File: config.mk
export PLATFORM = sky130hd
export DESIGN_NAME = if_id_stage
export DESIGN_NICKNAME = d
export VERILOG_FILES = /design/src/rtl/if_id_stage.sv
export SDC_FILE = /design/constraint.sdc
export NUM_CORES = 1
export LEC_CHECK = 0
export ABC_AREA = 1
export ABC_CLOCK_PERIOD_IN_PS = 1200
export BUFFER_PORTS_ARGS = -buffer_cell sky130_fd_sc_hd__buf_2
export CAP_MARGIN = 10
export CORE_MARGIN = 4
export CORE_UTILIZATION = 41
export DETAILED_ROUTE_END_ITERATION = 12
export GPL_TIMING_DRIVEN = 0
export PLACE_DENSITY = 0.77
export SKIP_LAST_GASP = 1
export SLEW_MARGIN = 20
export SYNTH_ARGS = -nofsm -noshare
export SYNTH_HDL_FRONTEND = slang
export SYNTH_SLANG_ARGS = --single-unit
File: constraint.sdc
create_clock -name clock -period 1.2 [get_ports clock]
set_input_delay 0 -clock clock [delete_from_list [all_inputs] [get_ports clock]]
set_output_delay 0 -clock clock [all_outputs]
set_load 0.01 [all_outputs]
File: src/rtl/if_id_stage.sv
// if_id_stage
//
// IF/ID pipeline register for the 5-stage MIPS pipeline. It has built-in load-use hazard
// detection and branch flush, and sits directly upstream of the ID/EX register.
//
// Behaviour:
//   - Latches the fetched instruction and PC+4.
//   - Decodes rs/rt/rd and the sign-extended immediate for the ID/EX inputs.
//   - Freezes fetch for one cycle on a load-use hazard.
//   - Squashes wrong-path instructions when EX resolves a taken branch.
//
// Ports:
//   clock          in   1   pipeline clock, rising edge
//   reset          in   1   synchronous, active-high
//   pc4            in  32   PC+4 from fetch
//   instr          in  32   fetched instruction
//   idex_mem_read  in   1   MemRead of the instruction in ID/EX
//   idex_rt        in   5   Rt of the instruction in ID/EX
//   branch_taken   in   1   branch resolved taken in EX this cycle
//   pc4_out        out 32   registered PC+4
//   instr_out      out 32   registered instruction (0 = NOP)
//   rs_out         out  5   instr_out[25:21]
//   rt_out         out  5   instr_out[20:16]
//   rd_out         out  5   instr_out[15:11]
//   imm_out        out 32   sign-extended instr_out[15:0]
//   valid_out      out  1   register holds a live instruction
//   pc_write       out  1   PC enable; 0 freezes fetch
//   bubble         out  1   ID must inject all-zero controls into ID/EX
//   stall_cnt      out 16   saturating stall count   (HAZARD_CNT_EN only)
//   flush_cnt      out 16   saturating flush count   (HAZARD_CNT_EN only)
//
// Build option: define HAZARD_CNT_EN to add the stall/flush event counters.

module if_id_stage (
  input  logic        clock,
  input  logic        reset,
  input  logic [31:0] pc4,
  input  logic [31:0] instr,
  input  logic        idex_mem_read,
  input  logic [4:0]  idex_rt,
  input  logic        branch_taken,
  output logic [31:0] pc4_out,
  output logic [31:0] instr_out,
  output logic [4:0]  rs_out,
  output logic [4:0]  rt_out,
  output logic [4:0]  rd_out,
  output logic [31:0] imm_out,
  output logic        valid_out,
  output logic        pc_write,
  output logic        bubble
`ifdef HAZARD_CNT_EN
  ,
  output logic [15:0] stall_cnt,
  output logic [15:0] flush_cnt
`endif
);

  // Opcodes relevant to source-register usage.
  localparam logic [5:0] OpRtype = 6'h00;
  localparam logic [5:0] OpJ     = 6'h02;
  localparam logic [5:0] OpJal   = 6'h03;
  localparam logic [5:0] OpBeq   = 6'h04;
  localparam logic [5:0] OpBne   = 6'h05;
  localparam logic [5:0] OpSw    = 6'h2B;

  typedef enum logic [0:0] {StRun, StStall} state_e;

  state_e      state_q, state_d;
  logic [31:0] pc4_q, pc4_d;
  logic [31:0] instr_q, instr_d;
  logic        valid_q, valid_d;

  logic [5:0]  opcode;
  logic        use_rs;
  logic        use_rt;
  logic        hazard;
  logic        stall;

  // Field decode from the registered instruction.
  assign opcode    = instr_q[31:26];
  assign rs_out    = instr_q[25:21];
  assign rt_out    = instr_q[20:16];
  assign rd_out    = instr_q[15:11];
  assign imm_out   = {{16{instr_q[15]}}, instr_q[15:0]};
  assign instr_out = instr_q;
  assign pc4_out   = pc4_q;
  assign valid_out = valid_q;

  // j/jal read no registers. Only R-type, branches and stores read rt as a source.
  always_comb begin
    use_rs = valid_q && (opcode != OpJ) && (opcode != OpJal);
    use_rt = valid_q && ((opcode == OpRtype) || (opcode == OpBeq) ||
                         (opcode == OpBne)   || (opcode == OpSw));
  end

  // $0 is hardwired, so a load targeting it can never feed a dependent instruction.
  always_comb begin
    hazard = idex_mem_read && (idex_rt != 5'd0) &&
             ((use_rs && (rs_out == idex_rt)) || (use_rt && (rt_out == idex_rt)));
  end

  // A taken branch flushes the stalled instruction anyway, so it overrides the stall.
  assign stall    = hazard && !branch_taken;
  assign pc_write = !stall;
  assign bubble   = branch_taken || hazard || !valid_q;

  // Next-state logic. Priority is branch flush > hazard hold > normal load.
  // Reset is applied in the register block.
  always_comb begin
    pc4_d   = pc4_q;
    instr_d = instr_q;
    valid_d = valid_q;
    state_d = state_q;

    if (branch_taken) begin
      pc4_d   = 32'd0;
      instr_d = 32'd0;
      valid_d = 1'b0;
      state_d = StRun;
    end else if (hazard) begin
      // Hold every field. The bubble sent into ID/EX clears idex_mem_read next cycle,
      // so STALL lasts exactly one cycle.
      state_d = StStall;
    end else begin
      pc4_d   = pc4;
      instr_d = instr;
      valid_d = (instr != 32'd0);
      state_d = StRun;
    end
  end

  always_ff @(posedge clock) begin
    if (reset) begin
      pc4_q   <= 32'd0;
      instr_q <= 32'd0;
      valid_q <= 1'b0;
      state_q <= StRun;
    end else begin
      pc4_q   <= pc4_d;
      instr_q <= instr_d;
      valid_q <= valid_d;
      state_q <= state_d;
    end
  end

`ifdef HAZARD_CNT_EN
  logic [15:0] stall_cnt_q, stall_cnt_d;
  logic [15:0] flush_cnt_q, flush_cnt_d;

  // Saturating event counters.
  always_comb begin
    stall_cnt_d = stall_cnt_q;
    flush_cnt_d = flush_cnt_q;
    if (stall && (stall_cnt_q != 16'hFFFF)) begin
      stall_cnt_d = stall_cnt_q + 16'd1;
    end
    if (branch_taken && (flush_cnt_q != 16'hFFFF)) begin
      flush_cnt_d = flush_cnt_q + 16'd1;
    end
  end

  always_ff @(posedge clock) begin
    if (reset) begin
      stall_cnt_q <= 16'd0;
      flush_cnt_q <= 16'd0;
    end else begin
      stall_cnt_q <= stall_cnt_d;
      flush_cnt_q <= flush_cnt_d;
    end
  end

  assign stall_cnt = stall_cnt_q;
  assign flush_cnt = flush_cnt_q;
`endif

endmodule

=== Yosys cells after proc, flatten, opt, wreduce, memory -nomap -nowiden ===
Index checks and enable logic that the tools add are counted.

* Input bits: 73
* Output and inout port bits: 114
* Word-level logic and storage cells: 31
* Register bits: 65

* Equality and inequality tests: 7
* Reductions and logical operators: 21

{| class="wikitable"
|+ Operators with widths
! cell !! number
|-
| $reduce_bool A32 Y1 || 1
|-
| $eq A6 B3 Y1 const B || 2
|-
| $ne A6 B2 Y1 const B || 2
|-
| $eq A5 B5 Y1 || 2
|-
| $logic_and A1 B1 Y1 || 8
|-
| $eq A6 B6 Y1 const B || 1
|-
| $logic_not A6 Y1 || 1
|-
| $logic_or A1 B1 Y1 || 6
|-
| $reduce_bool A5 Y1 || 1
|-
| $logic_not A1 Y1 || 3
|-
| $reduce_or A2 Y1 || 1
|}

=== Longest topological paths before layout ===
Gate-level depths: netlist of run 1.

* Depth in word-level cells: 10
* Gate-level depth with buffers: 12

=== Least setup slack after synthesis of run 1 ===
No wires, ideal clock.

* Path kind: flip-flop to flip-flop
* Start: register instr_q[16], in the netlist instr_out[16]
* End: register pc4_q[20], in the netlist pc4_out[20]
* Clock period less this slack: 1.374 ns
* Required time: 1.085 ns
* Cell stages (with the launch flop): 11
* Path slack: -0.174 ns
* Arrival time: 1.259 ns
* Cells stage by stage: dfxtp_1 -> xnor2_1 -> nand2_1 -> nor2_1 -> nand3_1 -> nand2_2 -> buf_6 -> buf_6 -> nand3_1 -> nand2_1 -> nor2_1

* Cells in the longest elaborated chain, start to end: 4

{| class="wikitable"
|+ RTL lines
! item !! line !! text
|-
| start, declared || 70 || <nowiki>logic [31:0] instr_q, instr_d;</nowiki>
|-
| start signal, assigned || 140 || <nowiki>instr_q <= instr_d;</nowiki>
|-
| $eq A5 B5 Y1 || 99 || <nowiki>((use_rs && (rs_out == idex_rt)) || (use_rt && (rt_out == idex_rt)));</nowiki>
|-
| $logic_and A1 B1 Y1 || 99 ||
|-
| $logic_or A1 B1 Y1 || 99 ||
|-
| $logic_and A1 B1 Y1 || 98 || <nowiki>hazard = idex_mem_read && (idex_rt != 5'd0) &&</nowiki>
|-
| end signal, assigned || 139 || <nowiki>pc4_q <= pc4_d;</nowiki>
|-
| end, declared || 69 || <nowiki>logic [31:0] pc4_q, pc4_d;</nowiki>
|}

Every way passes these cells.
A chain may end at the register's enable or synchronous reset.

=== Worst setup path in the final report of run 1 ===
Same ends and word-level chain as after synthesis.

==> metrics.yaml, run 1 <==
synth.largest_area_cell: "dfxtp_1"
syn_area_per_cell_sq_um: 6.675
gp_congestion: 0.8865
cts_made_buffers: 9
fmax_ghz: 0.5888
status: "finished with violations"
antenna_found_initial: 1
clk_latency_ps: 330
hp-class: "in -> reg"
ys_seq_area_frac: 0.3644
htree_num_levels: 3
area.sequential_sq_mm: 0.001330
fin_ws_ps: -498.5
multi_input_area_sq_mm: 0.001730
die_x_um: 101.3
r2r-start: "instr_out[16]$_SDFFE_PP0N_"
grt_overflow: 0
core_sq_mm: 0.008341
arrival_ps: 1920
mappedNetlistArea_sq_mm: 0.003571
ys_ff_latch: 65
drt_iter0_drc: 146
grt_max_degree: 21
io-pin-count: 187
cts_tree: "yes"
grt_pass1_vias: 4224
dp_hpwl_um: 8299
rows: 33
max-clock-path-buffers: 2
routed_via_density: 4.832
tightest_slew_ps: 668.4
synthTopCellsByCount: "nand2_1, nor2_1, nand3_1"
post-synth-top-area-fraction: 0.3644
cellLeakagePower_nw: 3.001
syn_inst: 535
ant_nets: 0
start_util: 0.4281
cap_violations: 0
crit_fanout: 6
pwr_density_cell_mw_per_mm2: 906.6
skew_ps: 14.56
hold_violations: 0
rsz0062_at_grt: "true"
final_core_util: 0.7366
num_vias: 4484
yosysMostFrequentCell: "nand2_1"
setup_viol: 67
yosysWarningCount: 0
criticalPathCategory: "reg -> reg"
r2r_slack_ps: -500
drive_above_1_share: 0.4738
path_clk_slew_ps: 70
die_height_um: 101.3
placed_cells: 826
startpoint_type: "register"
slew_headroom: 0.5544
synth-edff-count: 0
cts_root_buffer: "clkbuf_8"
fin_crit_sh: 1.415
die_area_sq_mm: 0.01027
drtPass1Iterations: 4
num-fill-cells: 644
final_nets: 890
io_buffers: 186
violations: "setup timing"
yosys-top-cells-area: "dfxtp_1, buf_4, nand3_1"
slew_viol_final: 0
drc: 0
endpoint_kind: "register"
area_growth_pct: 72.04
synth_nets: 608
yosysUniqueCellTypes: 18
peakVddDrop_mv: 0.5894
cts.sinks: 65
min_period_ps: 1698
grt_pass1_wl_um: 19570
required_ps: 1430
instances_no_fill: 928
wl_per_cell_um: 14.78
hp-start: "reset"
synth-async-reset-ratio: 0
grt.total_usage: 0.2375
crit_start: "instr_out[16]$_SDFFE_PP0N_"
synth_flop_cell: "dfxtp_1"
drt-total-wl_um: 13720
## metal layers
metal	part of all wire	global-route usage	vias to the layer above
li1	-	-	2197
met2	0.52	0.4331	218
met1	0.38	0.2585	2029
met3	0.074	0.05854	40
met4	0.032	0.1053	0
met5	0	0	-
## final timing paths
path                              end  depth (start not counted)
max          pc4_out[20]$_SDFFE_PP0N_                         11
min           pc4_out[9]$_SDFFE_PP0N_                          5
max reg2reg  pc4_out[20]$_SDFFE_PP0N_                         11
min reg2reg   pc4_out[9]$_SDFFE_PP0N_                          4
## cells by family (layout without fill, tap and decap cells)
family                    Yosys count  count (layout)  synth area share
buffers and inverters             153             439            0.2383
xor gates and xnor gates            5               5           0.01226
other                               0               2                 0
and+or+nand+nor                   246             246            0.2919
DFF                                65              65            0.3644
AOI/OAI and AO/OA                  66              66           0.09320
## report_power, final
part | internal, W | switching [W]
sequential | 0.00225 | 0.0000777
combinational | 0.000669 | 0.000655
clock | 0.00107 | 0.000853
total | 0.00398 | 0.00159
## layout make-up
type | count | area share
multi-input combinational | 317 | 0.2817
timing repair buffer | 271 | 0.2965
clock inverter | 2 | 0.006110
tap | 105 | 0.02138
clock buffer | 13 | 0.02587
inverter | 71 | 0.04338
sequential | 65 | 0.2165
buffer | 82 | 0.1077
antenna | 2 | 0.0008147
## flip-flops by register name (all words and copies together) (netlist names)
signal / flops
pc4_out: 32
instr_out: 32
valid_out: 1
## layout by cell type (no fill, tap or decap), types with 22 or more instances in the layout
cell type	instances
dlygate4sd3_1	64
a21oi_2	31
dfxtp_1	48
nand3_1	46
nor2_1	80
buf_2	193
nand2_1	78
buf_4	62
inv_1	59
nand3_2	22
a21oi_1	31
## worst max-delay path: stages (launching register included)
cell and delay (ps):
dfxtp_4 360, xnor2_2 120, nand2_1 70, nor2_1 170
nand3_2 130, nand2_4 120, buf_12 120, buf_12 140
clkbuf_16 150, nand3_2 50, nand2_1 90, nor2_1 60
## per-stage QoR
stage | worst slack [ps] | instance area (sq um) | TNS (ps) | power [W] | hold WS (ps)
5_1_grt | -585.4 | 6141 | -35020 | 0.005796 | 196.8
3_3_place_gp | -309.6 | 4698 | -18230 | 0.003310 | 220.2
4_1_cts | -438.5 | 5667 | -25500 | 0.005411 | 167.9
3_5_place_dp | -355.7 | 4698 | -20500 | 0.003328 | 230.2
6_report | -498.5 | 6143 | -28350 | 0.005570 | 195.7
2_1_floorplan | -124.7 | 3636 | -6344 | 0.002921 | 123.7
## timing repair
| item | 4_1_cts | 5_1_grt |
|---|---|---|
| resized for setup | 21 | 84 |
| pin swaps | 5 | 19 |
| buffers inserted | 8 | 8 |
| hold buffers | 64 | 0 |
| gates cloned | 1 | 4 |
| endpoints found under the setup margin | 86 | 85 |
| hold endpoints to repair | 64 | 0 |
Power figures use the tool's default switching activity.
==> run 2, diff against run 1 <==
--- a/config.mk
+++ b/config.mk
@@ -13,7 +13,7 @@
 export CORE_UTILIZATION = 41
 export DETAILED_ROUTE_END_ITERATION = 12
 export GPL_TIMING_DRIVEN = 0
-export PLACE_DENSITY = 0.77
+export PLACE_DENSITY = 0.82
 export SKIP_LAST_GASP = 1
 export SLEW_MARGIN = 20
 export SYNTH_ARGS = -nofsm -noshare
==> metrics.yaml, run 2 (synthesis gave the netlist of run 1 again) <==
antenna_found_initial: 0
grt_max_degree: 21
met2_length_um: 6736
instances_no_fill: 918
routed_via_density: 4.832
fin_area_sq_mm: 0.006093
io-pin-count: 187
final_nets: 882
slew_viol_final: 0
peakVddDrop_mv: 0.7836
violations: "setup timing"
area.sequential_sq_mm: 0.001330
pwr-share-clk: 0.373
hold_violations: 0
layout_commonest_cell: "buf_2"
seq_power_share: 0.403
swShare: 0.2668
core_sq_mm: 0.008341
start_util: 0.4281
required_ps: 1200
max-clock-path-buffers: 2
status: "finished with violations"
grt_pass1_wl_um: 19330
io_buffers: 186
rsz0062_at_grt: "true"
diodes: 0
ant_nets: 0
hp-class: "in -> reg"
combinationalPowerShare: 0.225
rows: 33
drive_above_1_share: 0.4662
drt_iter0_drc: 207
drt-total-wl_um: 13190
dr_wl_met3_um: 1147
cts.sinks: 65
cts_tree: "yes"
cap_violations: 0
r2r_slack_ps: -430
startpoint_type: "register"
gp_congestion: 0.8933
grt_pass1_vias: 4282
path_clk_slew_ps: 70
multi_input_area_sq_mm: 0.001715
wl_met1_um: 4862
switching_power_w: 0.001542
criticalPathCategory: "reg -> out"
fmax_ghz: 0.6091
num-fill-cells: 599
fin_crit_sh: 1.368
endpoint_kind: "output pin"
cts_root_buffer: "clkbuf_8"
clk_latency_ps: 330
drc: 0
wl_per_cell_um: 14.37
fin_ws_ps: -441.7
dp_hpwl_um: 8368
tightest_slew_ps: 554.7
die_x_um: 101.3
highest_layer: "met4"
arrival_ps: 1640
skew_ps: 12.68
cts_made_buffers: 9
pwr_density_cell_mw_per_mm2: 948.7
min_period_ps: 1642
dp_worst_setup_slack_ps: -354.1
grt_overflow: 0
place_area_sq_mm: 0.004698
crit_fanout: 3
setup_viol: 67
die_height_um: 101.3
intPower_w: 0.004238
slew_headroom: 0.6302
area_growth_pct: 70.64
placed_cells: 826
layout_common_cells: "buf_2, nand2_1, nor2_1, dlygate4sd3_1, inv_1"
die_area_sq_mm: 0.01027
drtPass1Iterations: 7
htree_num_levels: 3
cellLeakagePower_nw: 2.982
num_vias: 4436
grt.total_usage: 0.2334
-- run 2: cell types whose count changed in the layout (fill, tap and decap cells not counted), sizes merged --
cell,previous run,this run
buf,276,267
bufinv,1,2
clkbuf,26,27
clkinvlp,1,0
diode,2,0
-- run 2: routing by layer --
metal / vias to the layer above / GRT usage
met5: - / 0
met4: 0 / 0.09509
met3: 46 / 0.06198
met2: 206 / 0.4376
met1: 2014 / 0.2445
li1: 2170 / -
-- run 2: path summary, 6_finish.rpt --
kind / start / endpoint / cells after the start
max: instr_out[28]$_SDFFE_PP0N_ / pc_write / 11
min: reset / pc4_out[6]$_SDFFE_PP0N_ / 5
max reg2reg: instr_out[28]$_SDFFE_PP0N_ / pc4_out[21]$_SDFFE_PP0N_ / 13
min reg2reg: pc4_out[6]$_SDFFE_PP0N_ / pc4_out[6]$_SDFFE_PP0N_ / 4
-- run 2: stage by stage --
stage / utilization / TNS (ps) / hold slack, ps / total power, W
after global routing: 0.7306 / -30690 / 207.9 / 0.006016
after detailed placement: 0.5633 / -20540 / 227.3 / 0.003327
after floorplan: - / -6344 / 123.7 / 0.002921
final: 0.7306 / -25480 / 211.5 / 0.005781
after CTS: 0.6943 / -23530 / 182.2 / 0.005697
after global placement: 0.5633 / -16710 / 217.9 / 0.003302
-- run 2: what timing repair did --
item,4_1_cts,5_1_grt
buffers inserted,5,3
setup endpoints to repair,86,85
endpoints found under the hold margin,64,0
pin swaps,6,14
cloned,0,5
hold buffers,64,0
resized for setup,52,43
-- run 2: power groups by stage --
stage                     Combinational (W)  Sequential [W]  Clock [W]
final                               0.00130         0.00233    0.00215
after global routing                0.00140         0.00234    0.00228
after CTS                           0.00119         0.00233    0.00218
after detailed placement           0.000952         0.00238          0
after global placement             0.000932         0.00237          0
after floorplan                    0.000512         0.00241          0
-- run 2: area by class of cell --
cell class,instances,area share
multi-input combinational,317,0.2815
clock buffer,13,0.02772
clock inverter,2,0.009856
tap,105,0.02156
inverter,71,0.04415
timing repair buffer,263,0.2897
sequential,65,0.2183
buffer,82,0.1072
-- run 2: worst max-delay path: stages (launching register included) --
cell and delay [ps]:
dfxtp_2 320, inv_2 80, nand2_4 70, nor2_2 80
nand2_1 60, nand2_1 90, nand3_2 100, nand2_4 120
buf_12 120, buf_8 90, nand3_2 50, buf_6 120
